===== config.mk =====
export PLATFORM = sky130hd
export DESIGN_NAME = cacode_corr_dump
export DESIGN_NICKNAME = d
export VERILOG_FILES = /design/src/rtl/gnss_pkg.sv /design/src/rtl/sat_acc.sv /design/src/rtl/cacode_corr_dump.sv
export SDC_FILE = /design/constraint.sdc
export NUM_CORES = 1
export LEC_CHECK = 0
export ABC_CLOCK_PERIOD_IN_PS = 5000
export BUFFER_PORTS_ARGS = -buffer_cell sky130_fd_sc_hd__buf_2
export CAP_MARGIN = 20
export CORE_MARGIN = 2
export CORE_UTILIZATION = 60
export DETAILED_ROUTE_END_ITERATION = 16
export PLACE_DENSITY = 0.81
export RECOVER_POWER = 100
export REMOVE_ABC_BUFFERS = 1
export SETUP_SLACK_MARGIN = 0.4
export SKIP_CTS_REPAIR_TIMING = 1
export SLEW_MARGIN = 20
export SYNTH_ARGS = -nofsm -noshare
export SYNTH_HDL_FRONTEND = slang
export SYNTH_SLANG_ARGS = --single-unit

===== constraint.sdc =====
create_clock -name clk -period 5 [get_ports clk]
set_input_delay 1 -clock clk [delete_from_list [all_inputs] [get_ports clk]]
set_output_delay 1 -clock clk [all_outputs]
set_load 0.005 [all_outputs]

===== src/rtl/gnss_pkg.sv =====
// Shared types and defaults for the GNSS correlator blocks.
package gnss_pkg;

    localparam int SAMPLE_W_DEFAULT = 4;
    localparam int ACC_W_DEFAULT    = 20;

    typedef enum logic {
        IDLE  = 1'b0,
        INTEG = 1'b1
    } corr_state_t;

    // Symmetric-except-for-one saturation limits of a default-width accumulator.
    localparam logic [ACC_W_DEFAULT-1:0] ACC_MAX = {1'b0, {(ACC_W_DEFAULT-1){1'b1}}};
    localparam logic [ACC_W_DEFAULT-1:0] ACC_MIN = {1'b1, {(ACC_W_DEFAULT-1){1'b0}}};

    function automatic logic [3:0] eff_epochs(input logic [3:0] n);
        return (n == 4'd0) ? 4'd1 : n;
    endfunction

endpackage


===== src/rtl/sat_acc.sv =====
// Single-channel saturating signed accumulator with clear, load and add.
module sat_acc #(
    parameter int W = 20
) (
    input  logic         clk,
    input  logic         rst,
    input  logic         clear,
    input  logic         load,
    input  logic         add,
    input  logic [W-1:0] din,
    output logic [W-1:0] acc,
    output logic         ovf
);

    localparam logic [W-1:0] SAT_MAX = {1'b0, {(W-1){1'b1}}};
    localparam logic [W-1:0] SAT_MIN = {1'b1, {(W-1){1'b0}}};

    logic [W:0] sum;
    logic       sat;

    // One guard bit: overflow shows up as disagreement between the top two bits.
    assign sum = {acc[W-1], acc} + {din[W-1], din};
    assign sat = sum[W] ^ sum[W-1];

    always_ff @(posedge clk) begin
        if (!rst) begin
            acc <= '0;
            ovf <= 1'b0;
        end else if (clear) begin
            acc <= '0;
            ovf <= 1'b0;
        end else if (load) begin
            acc <= din;
            ovf <= 1'b0;
        end else if (add) begin
            if (sat) begin
                acc <= sum[W] ? SAT_MIN : SAT_MAX;
                ovf <= 1'b1;
            end else begin
                acc <= sum[W-1:0];
            end
        end
    end

endmodule


===== src/rtl/cacode_corr_dump.sv =====
// C/A code wipe-off and accumulate-and-dump correlator producing one I/Q dump
// per programmable number of code periods.
module cacode_corr_dump
    import gnss_pkg::*;
#(
    parameter int SAMPLE_W = SAMPLE_W_DEFAULT,
    parameter int ACC_W    = ACC_W_DEFAULT,
    parameter int CNT_W    = 16
) (
    input  logic                clk,
    input  logic                rst,
    input  logic                set_reg,
    input  logic                sample_valid,
    input  logic [SAMPLE_W-1:0] sample_i,
    input  logic [SAMPLE_W-1:0] sample_q,
    input  logic                chip,
    input  logic                epoch,
    input  logic [3:0]          n_epochs,
    output logic [ACC_W-1:0]    acc_i,
    output logic [ACC_W-1:0]    acc_q,
    output logic [CNT_W-1:0]    dump_cnt,
    output logic                dump_ovf,
    output logic                dump_valid,
    output logic                armed
);

    corr_state_t      state_reg, state_next;
    logic [CNT_W-1:0] cnt_reg, cnt_next;
    logic [3:0]       epoch_cnt_reg, epoch_cnt_next;
    logic [3:0]       n_eff_reg, n_eff_next;
    logic             acc_clear, acc_load, acc_add, dump;

    logic [SAMPLE_W-1:0] samp   [2];
    logic [ACC_W-1:0]    acc_sum[2];
    logic [1:0]          ovf_ch;

    assign samp[0] = sample_i;
    assign samp[1] = sample_q;

    generate
        for (genvar gi = 0; gi < 2; gi++) begin : g_chan
            logic [SAMPLE_W:0] ext;
            logic [SAMPLE_W:0] prod;
            logic [ACC_W-1:0]  prod_ext;

            // Widen before negating so the most negative sample flips without wrap.
            assign ext      = {samp[gi][SAMPLE_W-1], samp[gi]};
            assign prod     = chip ? ext : -ext;
            assign prod_ext = {{(ACC_W-SAMPLE_W-1){prod[SAMPLE_W]}}, prod};

            sat_acc #(.W(ACC_W)) u_acc (
                .clk   (clk),
                .rst   (rst),
                .clear (acc_clear),
                .load  (acc_load),
                .add   (acc_add),
                .din   (prod_ext),
                .acc   (acc_sum[gi]),
                .ovf   (ovf_ch[gi])
            );
        end
    endgenerate

    always_comb begin
        state_next     = state_reg;
        cnt_next       = cnt_reg;
        epoch_cnt_next = epoch_cnt_reg;
        n_eff_next     = n_eff_reg;
        acc_clear      = 1'b0;
        acc_load       = 1'b0;
        acc_add        = 1'b0;
        dump           = 1'b0;

        if (set_reg) begin
            state_next     = IDLE;
            cnt_next       = '0;
            epoch_cnt_next = '0;
            acc_clear      = 1'b1;
        end else if (sample_valid) begin
            case (state_reg)
                IDLE: begin
                    if (epoch) begin
                        state_next     = INTEG;
                        acc_load       = 1'b1;
                        cnt_next       = {{(CNT_W-1){1'b0}}, 1'b1};
                        epoch_cnt_next = 4'd1;
                        n_eff_next     = eff_epochs(n_epochs);
                    end
                end
                INTEG: begin
                    if (epoch && (epoch_cnt_reg == n_eff_reg)) begin
                        dump           = 1'b1;
                        acc_load       = 1'b1;
                        cnt_next       = {{(CNT_W-1){1'b0}}, 1'b1};
                        epoch_cnt_next = 4'd1;
                        n_eff_next     = eff_epochs(n_epochs);
                    end else begin
                        acc_add  = 1'b1;
                        cnt_next = (&cnt_reg) ? cnt_reg : cnt_reg + 1'b1;
                        if (epoch) begin
                            epoch_cnt_next = epoch_cnt_reg + 4'd1;
                        end
                    end
                end
                default: state_next = IDLE;
            endcase
        end
    end

    always_ff @(posedge clk) begin
        if (!rst) begin
            state_reg     <= IDLE;
            cnt_reg       <= '0;
            epoch_cnt_reg <= '0;
            n_eff_reg     <= '0;
            acc_i         <= '0;
            acc_q         <= '0;
            dump_cnt      <= '0;
            dump_ovf      <= 1'b0;
            dump_valid    <= 1'b0;
        end else begin
            state_reg     <= state_next;
            cnt_reg       <= cnt_next;
            epoch_cnt_reg <= epoch_cnt_next;
            n_eff_reg     <= n_eff_next;
            dump_valid    <= dump;
            // Dump captures the sums before the epoch sample is folded in.
            if (dump) begin
                acc_i    <= acc_sum[0];
                acc_q    <= acc_sum[1];
                dump_cnt <= cnt_reg;
                dump_ovf <= |ovf_ch;
            end
        end
    end

    assign armed = (state_reg == INTEG);

endmodule


; ---- Word-level counts from Yosys, hierarchy flattened
; Cells that the tools add are included.
[word_totals]
register_bits = 125
inputBits = 18
out_inout_bits = 59
wordCells = 78
[op_classes]
add_sub_neg = 6
eq_ne = 5
n_mux = 36
bitwise = 5
n_reduce_logical = 13
[op_table]
columns = operator, n
row1 = $mux W20, 8
row2 = $mux W16, 3
row3 = $add A20 B5 Y21, 2
row4 = $pmux W16 S2, 1
row5 = $mux W4, 6
row6 = $add A16 B1 Y16 const B, 1
row7 = $pmux W4 S2, 2
row8 = $reduce_and A16 Y1, 1
row9 = $mux W1, 13
row10 = $mux W5, 2
row11 = $neg A5 Y5, 2
row12 = $reduce_and A3 Y1, 2
row13 = $reduce_or A2 Y1, 3
row14 = $add A4 B1 Y4 const B, 1
row15 = $eq A4 B4 Y1, 1
row16 = $logic_not A4 Y1, 1
row17 = $reduce_and A2 Y1, 2
row18 = $reduce_and A4 Y1, 1
row19 = $ne A3 B2 Y1 const B, 1
row20 = $ne A3 B3 Y1 const B, 1
row21 = $not A1 Y1, 3
row22 = $reduce_or A3 Y1, 1
row23 = $ne A2 B1 Y1 const B, 1
row24 = $ne A2 B2 Y1 const B, 1
row25 = other kinds (4), 5

; ---- Logic depth before layout (Yosys ltp)
; Gate-level depths: netlist (run 1).
[logic_depth]
word_depth = 8
depth_mapped = 15
mapped_depth_nobuf = 13

; ---- By module
; From an unflattened synthesis (run 1), not the netlist that was laid out.
[unflattened]
hier_cells = 945
hier_area_um2 = 7762.4
[modules_own_cells]
columns = module, n_inst, cells_per_inst, area_per_inst_um2, seq_area_each_um2
row1 = sat_acc, 2, 245, 1985.7, 420.4
row2 = cacode_corr_dump, 1, 455, 3791.1, 1661.6

; ---- Worst setup path before layout (run 1)
; OpenSTA, ideal clock, no wires.
[synth_path]
path_type = input-to-reg
startpoint = in sample_i[0]
endpoint = reg g_chan[0].u_acc.acc[10]
setup_ns = 0.119
arrival_time_ns = 3.903
required_ns = 4.881
setup_slack_ns = 0.978
stages = 14
cell_sequence = inv_1 ha_1 nor2b_1 nor3_1 a21o_1 ha_1 a21o_1 o21a_1 a311o_1 a21oi_1 nor3_1 o32ai_2 buf_4 a21oi_1
[synth_between]
elab_chain_len = 7
word_cells_on_any_way = 8
cone_classes = add/sub: 2 / mux: 5 / bitwise: 1
[synth_lines]
columns = element, line_no
row1 = "start, declared", cacode_corr_dump.sv:14  ; input logic [SAMPLE_W-1:0] sample_i,
row2 = $neg A5 Y5, cacode_corr_dump.sv:48  ; assign prod = chip ? ext : -ext;
row3 = $mux W5 *, cacode_corr_dump.sv:48
row4 = $add A20 B5 Y21, sat_acc.sv:22  ; assign sum = {acc[W-1], acc} + {din[W-1], din};
row5 = $mux W20 or $xor A1 B1 Y1 (tied branches), "sat_acc.sv:37, sat_acc.sv:23"
row6 = $mux W20, sat_acc.sv:36  ; if (sat) begin
row7 = $mux W20, sat_acc.sv:35  ; end else if (add) begin
row8 = $mux W20 *, sat_acc.sv:32  ; end else if (load) begin
row9 = "end signal, assigned", sat_acc.sv:33  ; acc <= din;
row10 = "end signal, assigned", sat_acc.sv:37  ; acc <= sum[W] ? SAT_MIN : SAT_MAX;
row11 = "end signal, assigned", sat_acc.sv:40  ; acc <= sum[W-1:0];
row12 = "end, declared", sat_acc.sv:11  ; output logic [W-1:0] acc,
; Every way passes the cells marked *; elsewhere a longest branch is shown, timed or not. The select of a mux whose other input is x is not followed.
; A chain may end at the register's enable or synchronous reset.

; ---- Worst setup path in the final report (run 1)
[layout_path]
startpoint = in sample_q[0]
endpoint = reg g_chan[1].u_acc.acc[17]
[layout_between]
elab_chain_len = 7
word_cells_on_any_way = 8
cone_classes = add/sub: 2 / mux: 5 / bitwise: 1
[layout_lines]
columns = element, line_no
row1 = "start, declared", cacode_corr_dump.sv:15  ; input logic [SAMPLE_W-1:0] sample_q,
row2 = $neg A5 Y5, cacode_corr_dump.sv:48
row3 = $mux W5 *, cacode_corr_dump.sv:48
row4 = $add A20 B5 Y21, sat_acc.sv:22
row5 = $mux W20 or $xor A1 B1 Y1 (tied branches), "sat_acc.sv:37, sat_acc.sv:23"
row6 = $mux W20, sat_acc.sv:36
row7 = $mux W20, sat_acc.sv:35
row8 = $mux W20 *, sat_acc.sv:32
row9 = "end signal, assigned", sat_acc.sv:33
row10 = "end signal, assigned", sat_acc.sv:37
row11 = "end signal, assigned", sat_acc.sv:40
row12 = "end, declared", sat_acc.sv:11
; Marked as above.

==> impl_metrics.csv, run 1 <==
group,metric,value,unit
yosys,syn_area,7470,µm²
layout,top_register,"g_chan.u_acc.acc",
floorplan,die_h,116,µm
sta,relSlewSlack,-48.0,%
worst_hold_path,min_path_type,"register to register",
yosys,synth-main-ff-cell,"dfxtp_1",
sta,fmax,231,MHz
placed_design,placed_cell_area,8010,µm²
setup_path,worstReg2RegEnd,"g_chan[0].u_acc.acc[16]",
global_routing,antenna_found_initial,0,
pwr,internal-power,0.00194,W
layout,largest_register_ffs,40,
yosys,synth_enable_flop_cells,0,
clock_network,cts_max_path_buffers,2,
clock_network,cts_tree,"done",
drt,firstDrtPassIters,7,
pwr,vdd_ir_drop_max,0.378,mV
drt,drc_errors,0,
setup_path,r2r_start,"g_chan[0].u_acc.acc[0]",
sta,period_needed,4.32,ns
setup_path,rr_worst_depth,9,
floorplan,rows,40,
sta,final.setup_skew,0.00837,ns
setup_path,path_max_fanout,19,
yosys,netlist_top_cells_area,"dfxtp_1 (33%), nand2_1 (7.7%), ha_1 (7.7%)",
pwr,pwr_density_cell,306,nW/µm²
status,violations,"max-capacitance violations, max-slew violations",
layout,layout-drive-gt1-share,10.6,%
yosys,ys_seq_elements,125,
setup_path,required,5.31,ns
floorplan,design.core.area,12100,µm²
sta,setup_violations,0,
yosys,avgSynthCellArea,8.06,µm²
global_routing,grt_max_degree,64,
sta,setup_tns,0,ns
status,status,"complete, but fails checks",
drt,ant_nets,0,
setup_path,crit_type,"input pin to register",
pwr,power_leakage,3.46,nW
setup_path,crit_path_end_kind,"register",
layout,area_growth,14.7,%
drt,initialDrtViolationCount,343,
placed_design,hpwl,12.4,mm
setup_path,rrSetupSlack,1.71,ns
pwr,power.total,0.00262,W
global_routing,track_usage,28.0,%
run,maxCapViolCount,1,
sta,finalHoldViolCount,0,
yosys,yosysWarnings,0,
floorplan,io_pins,77,
sta,tightest_slew,2.22,ns
drt,vias_per_cell,5.93,
global_routing,grt_first_pass_wirelength,30.0,mm
sta,finalCritPeriodShare,86.4,%
clock_network,cts_max_level,4,
yosys,synth_cell_types,71,
worst_hold_path,min_from,"acc_q[14]",
drt,wl,18.1,mm
setup_path,critical_path_arrival,4.63,ns
placed_design,port_buffers,76,
floorplan,start_util,62.0,%
clock_network,clk_pin_slew,0.06,ns
pwr,switchingPower,0.000678,W
clock_network,worstSkewPairLatency,0.43,ns
setup_path,crit_path_start_kind,"input pin",
floorplan,die_area,13400,µm²
yosys,netlist.top_cell.by_area,"dfxtp_1",
layout,seq_area,2500,µm²
floorplan,dieWidth,116,µm
yosys,async_flop_share,0,%
layout,fillers,1021,
pwr,p_sw_share,25.9,%
worst_hold_path,min_to,"acc_q[14]",
sta,grt_setup_unrepaired,"no",
layout,fin_area,8570,µm²
yosys,synth_top_cell_area_share,33.5,%
worst_hold_path,hold_depth,2,
clock_network,numCtsBuffers,17,
sta,final-max-slew-violation-count,64,
layout,nNetsFinal,1056,
pwr,pwr-share-seq,38.9,%
pwr,pwr-share-comb,12.4,%
clock_network,cts-root-buf,"clkbuf_16",
clock_network,cts_sinks,125,
yosys,seq_area_frac_synth,33.5,%
layout,largestRegisters,"g_chan.u_acc.acc (40), acc_i (20), acc_q (20)",
placed_design,gp_congestion,0.927,
global_routing,overflow,0,
layout,multi_input_area,4760,µm²
drt,wl_per_cell,15.4,µm
drt,num_vias,6950,
pwr,p_clk_share,48.6,%
global_routing,grt_pass1_vias,6533,
yosys,synthCells,927,
## critical path: stages
cell and delay [ns]:
buf_2 0.12, inv_1 0.05, ha_1 0.20, nor2b_1 0.13, nor3_1 0.14, a21o_1 0.60
ha_1 0.43, a2111oi_0 0.40, nor3_1 0.14, a2111oi_0 0.51, nor3_1 0.18, or4b_1 0.53
nand3_1 0.11, o22ai_1 0.08
## cell usage after synthesis (9+ instances only)
master      n
xnor2_1    19
nor2_1     46
a21boi_0   61
ha_1       46
xor2_1     31
and3_1      9
nand4_1    11
nand3_1    47
inv_1      14
dfxtp_1   125
a21o_1     21
a21oi_1    77
nand2_1   154
nor3_1     21
clkbuf_1   37
o21ai_0    58
## cells by family (layout without fill, tap and decap cells)
| logic type | after synthesis | after routing | synth area share [%] |
|---|---|---|---|
| mux | 2 | 2 | 0.301 |
| other cells | 0 | 1 | 0 |
| flops | 125 | 125 | 33.5 |
| compound gates | 305 | 305 | 28.0 |
| fa+ha+maj | 48 | 48 | 8.24 |
| buf+inv | 61 | 137 | 3.28 |
| xor+xnor | 50 | 50 | 5.86 |
| simple gates | 336 | 336 | 20.9 |
## power groups by stage
stage | logic, W | clock network, W | registers [W]
6_report | 0.000326 | 0.00127 | 0.00102
5_1_grt | 0.000364 | 0.00133 | 0.00102
4_1_cts | 0.000323 | 0.00129 | 0.00102
3_5_place_dp | 0.000319 | 0 | 0.00104
3_3_place_gp | 0.000314 | 0 | 0.00104
2_1_floorplan | 0.000237 | 0 | 0.00104
## final cells by class
cell class / count / share of cell area [%]
Sequential cell: 125 / 29.2
Tap cell: 168 / 2.45
Multi-Input combinational cell: 741 / 55.5
Timing Repair Buffer: 91 / 5.12
Clock inverter: 11 / 1.85
Clock buffer: 21 / 5.25
Inverter: 14 / 0.613
Antenna cell: 1 / 0.0292
## how the worst max path moves through the flow
stage / start / end / slack (ns) / cells past startpoint
after floorplan: sample_valid / dump_valid / 0.48 / 4
after detailed placement: sample_q[0] / g_chan[1].u_acc.acc[1] / 0.31 / 14
after global placement: sample_q[0] / g_chan[1].u_acc.acc[1] / 0.46 / 14
final: sample_q[0] / g_chan[1].u_acc.acc[17] / 0.68 / 14
after global routing: sample_q[0] / g_chan[1].u_acc.acc[17] / 0.31 / 14
after CTS: sample_q[0] / g_chan[1].u_acc.acc[1] / 0.74 / 14
## metal layers
layer  vias up  wire length [µm]  track usage (%)
li1       3492                 -                -
met1      3266              8030             33.8
met2       156              8850             49.3
met3        36               815             5.39
met4         0               408             10.9
met5         -                 0                0
## per-stage QoR
stage | instances | hold WS, ns | utilization, % | setup slack [ns]
after CTS | 1171 | 0.462 | 71.5 | 0.743
after global placement | 1139 | 0.448 | 66.4 | 0.456
after global routing | 1171 | 0.485 | 71.0 | 0.312
final | 1172 | 0.461 | 71.1 | 0.678
after detailed placement | 1139 | 0.454 | 66.4 | 0.307
after floorplan | 880 | 0.443 | - | 0.483
## cell usage in the layout, fill, tap and decap left out, drive strengths merged, types with 9 or more instances in the layout
| cell type | instances |
|---|---|
| and3 | 9 |
| inv | 17 |
| nor2 | 46 |
| xor2 | 31 |
| nand4 | 11 |
| a21o | 22 |
| clkbuf | 58 |
| o21ai | 62 |
| a21boi | 62 |
| nand2 | 154 |
| xnor2 | 19 |
| nand3 | 47 |
| nor3 | 21 |
| a21oi | 77 |
| dfxtp | 125 |
| a211oi | 11 |
| ha | 46 |
| buf | 54 |
No activity file was read; power rests on OpenSTA's default activity.
==> inputs of run 2 (changes only) <==
MAX_ROUTING_LAYER = met4   (was unset)
==> run 2 against run 1 <==
The run still ends with max-capacitance violations, max-slew violations left. Final cell count about the same. Clock skew is 0.00095 ns higher. Critical path depth unchanged. Maximum frequency decreased by 0.14%. Worst hold slack barely moved. Via count is 0.24% lower. Clock power about the same. Critical endpoint unchanged. Largest cell class unchanged. Highest routed layer unchanged.
==> impl_metrics.csv, run 2 (same netlist as run 1, synthesis figures left out) <==
group,metric,value,unit
setup_path,path_max_fanout,19,
placed_design,port_buffers,76,
layout,fin_area,8570,µm²
floorplan,die_area,13400,µm²
pwr,internal-power,0.00194,W
setup_path,crit_type,"input pin to register",
clock_network,cts_max_path_buffers,2,
setup_path,critical_path_arrival,4.64,ns
floorplan,start_util,62.0,%
drt,num_vias,6933,
pwr,vdd_ir_drop_max,0.378,mV
floorplan,rows,40,
drt,vias_per_cell,5.91,
clock_network,clk_pin_slew,0.06,ns
sta,final-max-slew-violation-count,64,
pwr,switchingPower,0.000682,W
pwr,p_sw_share,26.0,%
drt,drc_errors,0,
sta,final.setup_skew,0.00932,ns
layout,mostFrequentLayoutCells,"nand2_1 (154), dfxtp_1 (125), a21oi_1 (77)",
drt,wl,18.2,mm
clock_network,cts_max_level,4,
global_routing,grt_pass1_vias,6535,
layout,top_register,"g_chan.u_acc.acc",
layout,layout_commonest_cell,"nand2_1",
pwr,p_clk_share,48.7,%
clock_network,cts_tree,"done",
global_routing,overflow,0,
sta,grt_setup_unrepaired,"no",
layout,nNetsFinal,1056,
setup_path,required,5.31,ns
layout,multi_input_area,4760,µm²
placed_design,gp_congestion,0.944,
drt,firstDrtPassIters,5,
setup_path,crit_path_start_kind,"input pin",
global_routing,track_usage,28.9,%
global_routing,grt_max_degree,64,
floorplan,die_h,116,µm
layout,largest_register_ffs,40,
sta,finalHoldViolCount,0,
setup_path,crit_path_end_kind,"register",
clock_network,numCtsBuffers,17,
layout,seq_area,2500,µm²
sta,fmax,231,MHz
floorplan,dieWidth,116,µm
clock_network,worstSkewPairLatency,0.43,ns
drt,ant_nets,0,
layout,layout-drive-gt1-share,10.6,%
worst_hold_path,min_path_type,"register to register",
placed_design,hpwl,12.4,mm
drt,initialDrtViolationCount,359,
sta,period_needed,4.33,ns
sta,tightest_slew,2.23,ns
floorplan,io_pins,77,
clock_network,cts_sinks,125,
sta,setup_violations,0,
pwr,power_leakage,3.46,nW
layout,area_growth,14.7,%
placed_design,placed_cell_area,8010,µm²
status,violations,"max-capacitance violations, max-slew violations",
floorplan,design.core.area,12100,µm²
placed_design,place_inst,1139,
global_routing,antenna_found_initial,0,
layout,fillers,1020,
sta,relSlewSlack,-48.5,%
global_routing,grt_first_pass_wirelength,30.0,mm
sta,finalCritPeriodShare,86.6,%
drt,wl_per_cell,15.5,µm
status,status,"complete, but fails checks",
sta,setup_tns,0,ns
pwr,pwr_density_cell,306,nW/µm²
layout,finalNonFillerCells,1173,
pwr,pwr-share-seq,38.9,%
layout,largestRegisters,"g_chan.u_acc.acc (40), acc_i (20), acc_q (20)",
clock_network,cts-root-buf,"clkbuf_16",
sta,hold_ws,0.461,ns
run,maxCapViolCount,1,
pwr,pwr-share-comb,12.4,%
[run 2: changes by cell type in the layout (fill, tap and decap cells not counted)]
cell	previous run	this run
diode_2	1	2
[run 2: stage by stage]
step | utilization [%] | power [W] | setup slack, ns
after floorplan | - | 0.00127 | 0.483
after global placement | 66.4 | 0.00135 | 0.456
after detailed placement | 66.4 | 0.00136 | 0.307
after CTS | 71.5 | 0.00263 | 0.743
after global routing | 71.0 | 0.00272 | 0.315
final | 71.1 | 0.00262 | 0.672
[run 2: critical path: stages]
cell and delay [ns]:
buf_2 0.12, inv_1 0.05, ha_1 0.20, nor2b_1 0.13
nor3_1 0.14, a21o_1 0.61, ha_1 0.43, a2111oi_0 0.40
nor3_1 0.14, a2111oi_0 0.51, nor3_1 0.18, or4b_1 0.53
nand3_1 0.11, o22ai_1 0.08
[run 2: worst paths after layout]
check	start	end	slack [ns]	cells past startpoint
setup / recovery	sample_q[0]	g_chan[1].u_acc.acc[17]	0.67	14
hold / removal	acc_q[14]	acc_q[14]	0.46	2
setup reg to reg	g_chan[0].u_acc.acc[0]	g_chan[0].u_acc.acc[16]	1.69	9
hold reg to reg	acc_q[14]	acc_q[14]	0.46	2
[run 2: area by class of cell]
| cell class | instances | share of cell area [%] |
|---|---|---|
| clock buffer | 21 | 5.25 |
| tap | 168 | 2.45 |
| multi-input combinational | 741 | 55.5 |
| timing repair buffer | 91 | 5.12 |
| clock inverter | 11 | 1.85 |
| antenna | 2 | 0.0584 |
| sequential | 125 | 29.2 |
| inverter | 14 | 0.613 |
[run 2: power groups by stage]
stage               logic [W]  registers, W  clock network (W)
detailed placement   0.000319       0.00104                  0
global route         0.000364       0.00102            0.00133
finish               0.000326       0.00102            0.00128
floorplan            0.000237       0.00104                  0
global placement     0.000314       0.00104                  0
CTS                  0.000323       0.00102            0.00129
[run 2: metal layers]
| layer | GRT usage [%] | share of wire, % | vias up |
|---|---|---|---|
| met3 | 6.01 | 4.4 | 36 |
| met2 | 49.3 | 49 | 159 |
| met5 | - | 0 | - |
| met1 | 33.8 | 44 | 3242 |
| met4 | 10.2 | 2.1 | 0 |
| li1 | - | - | 3496 |
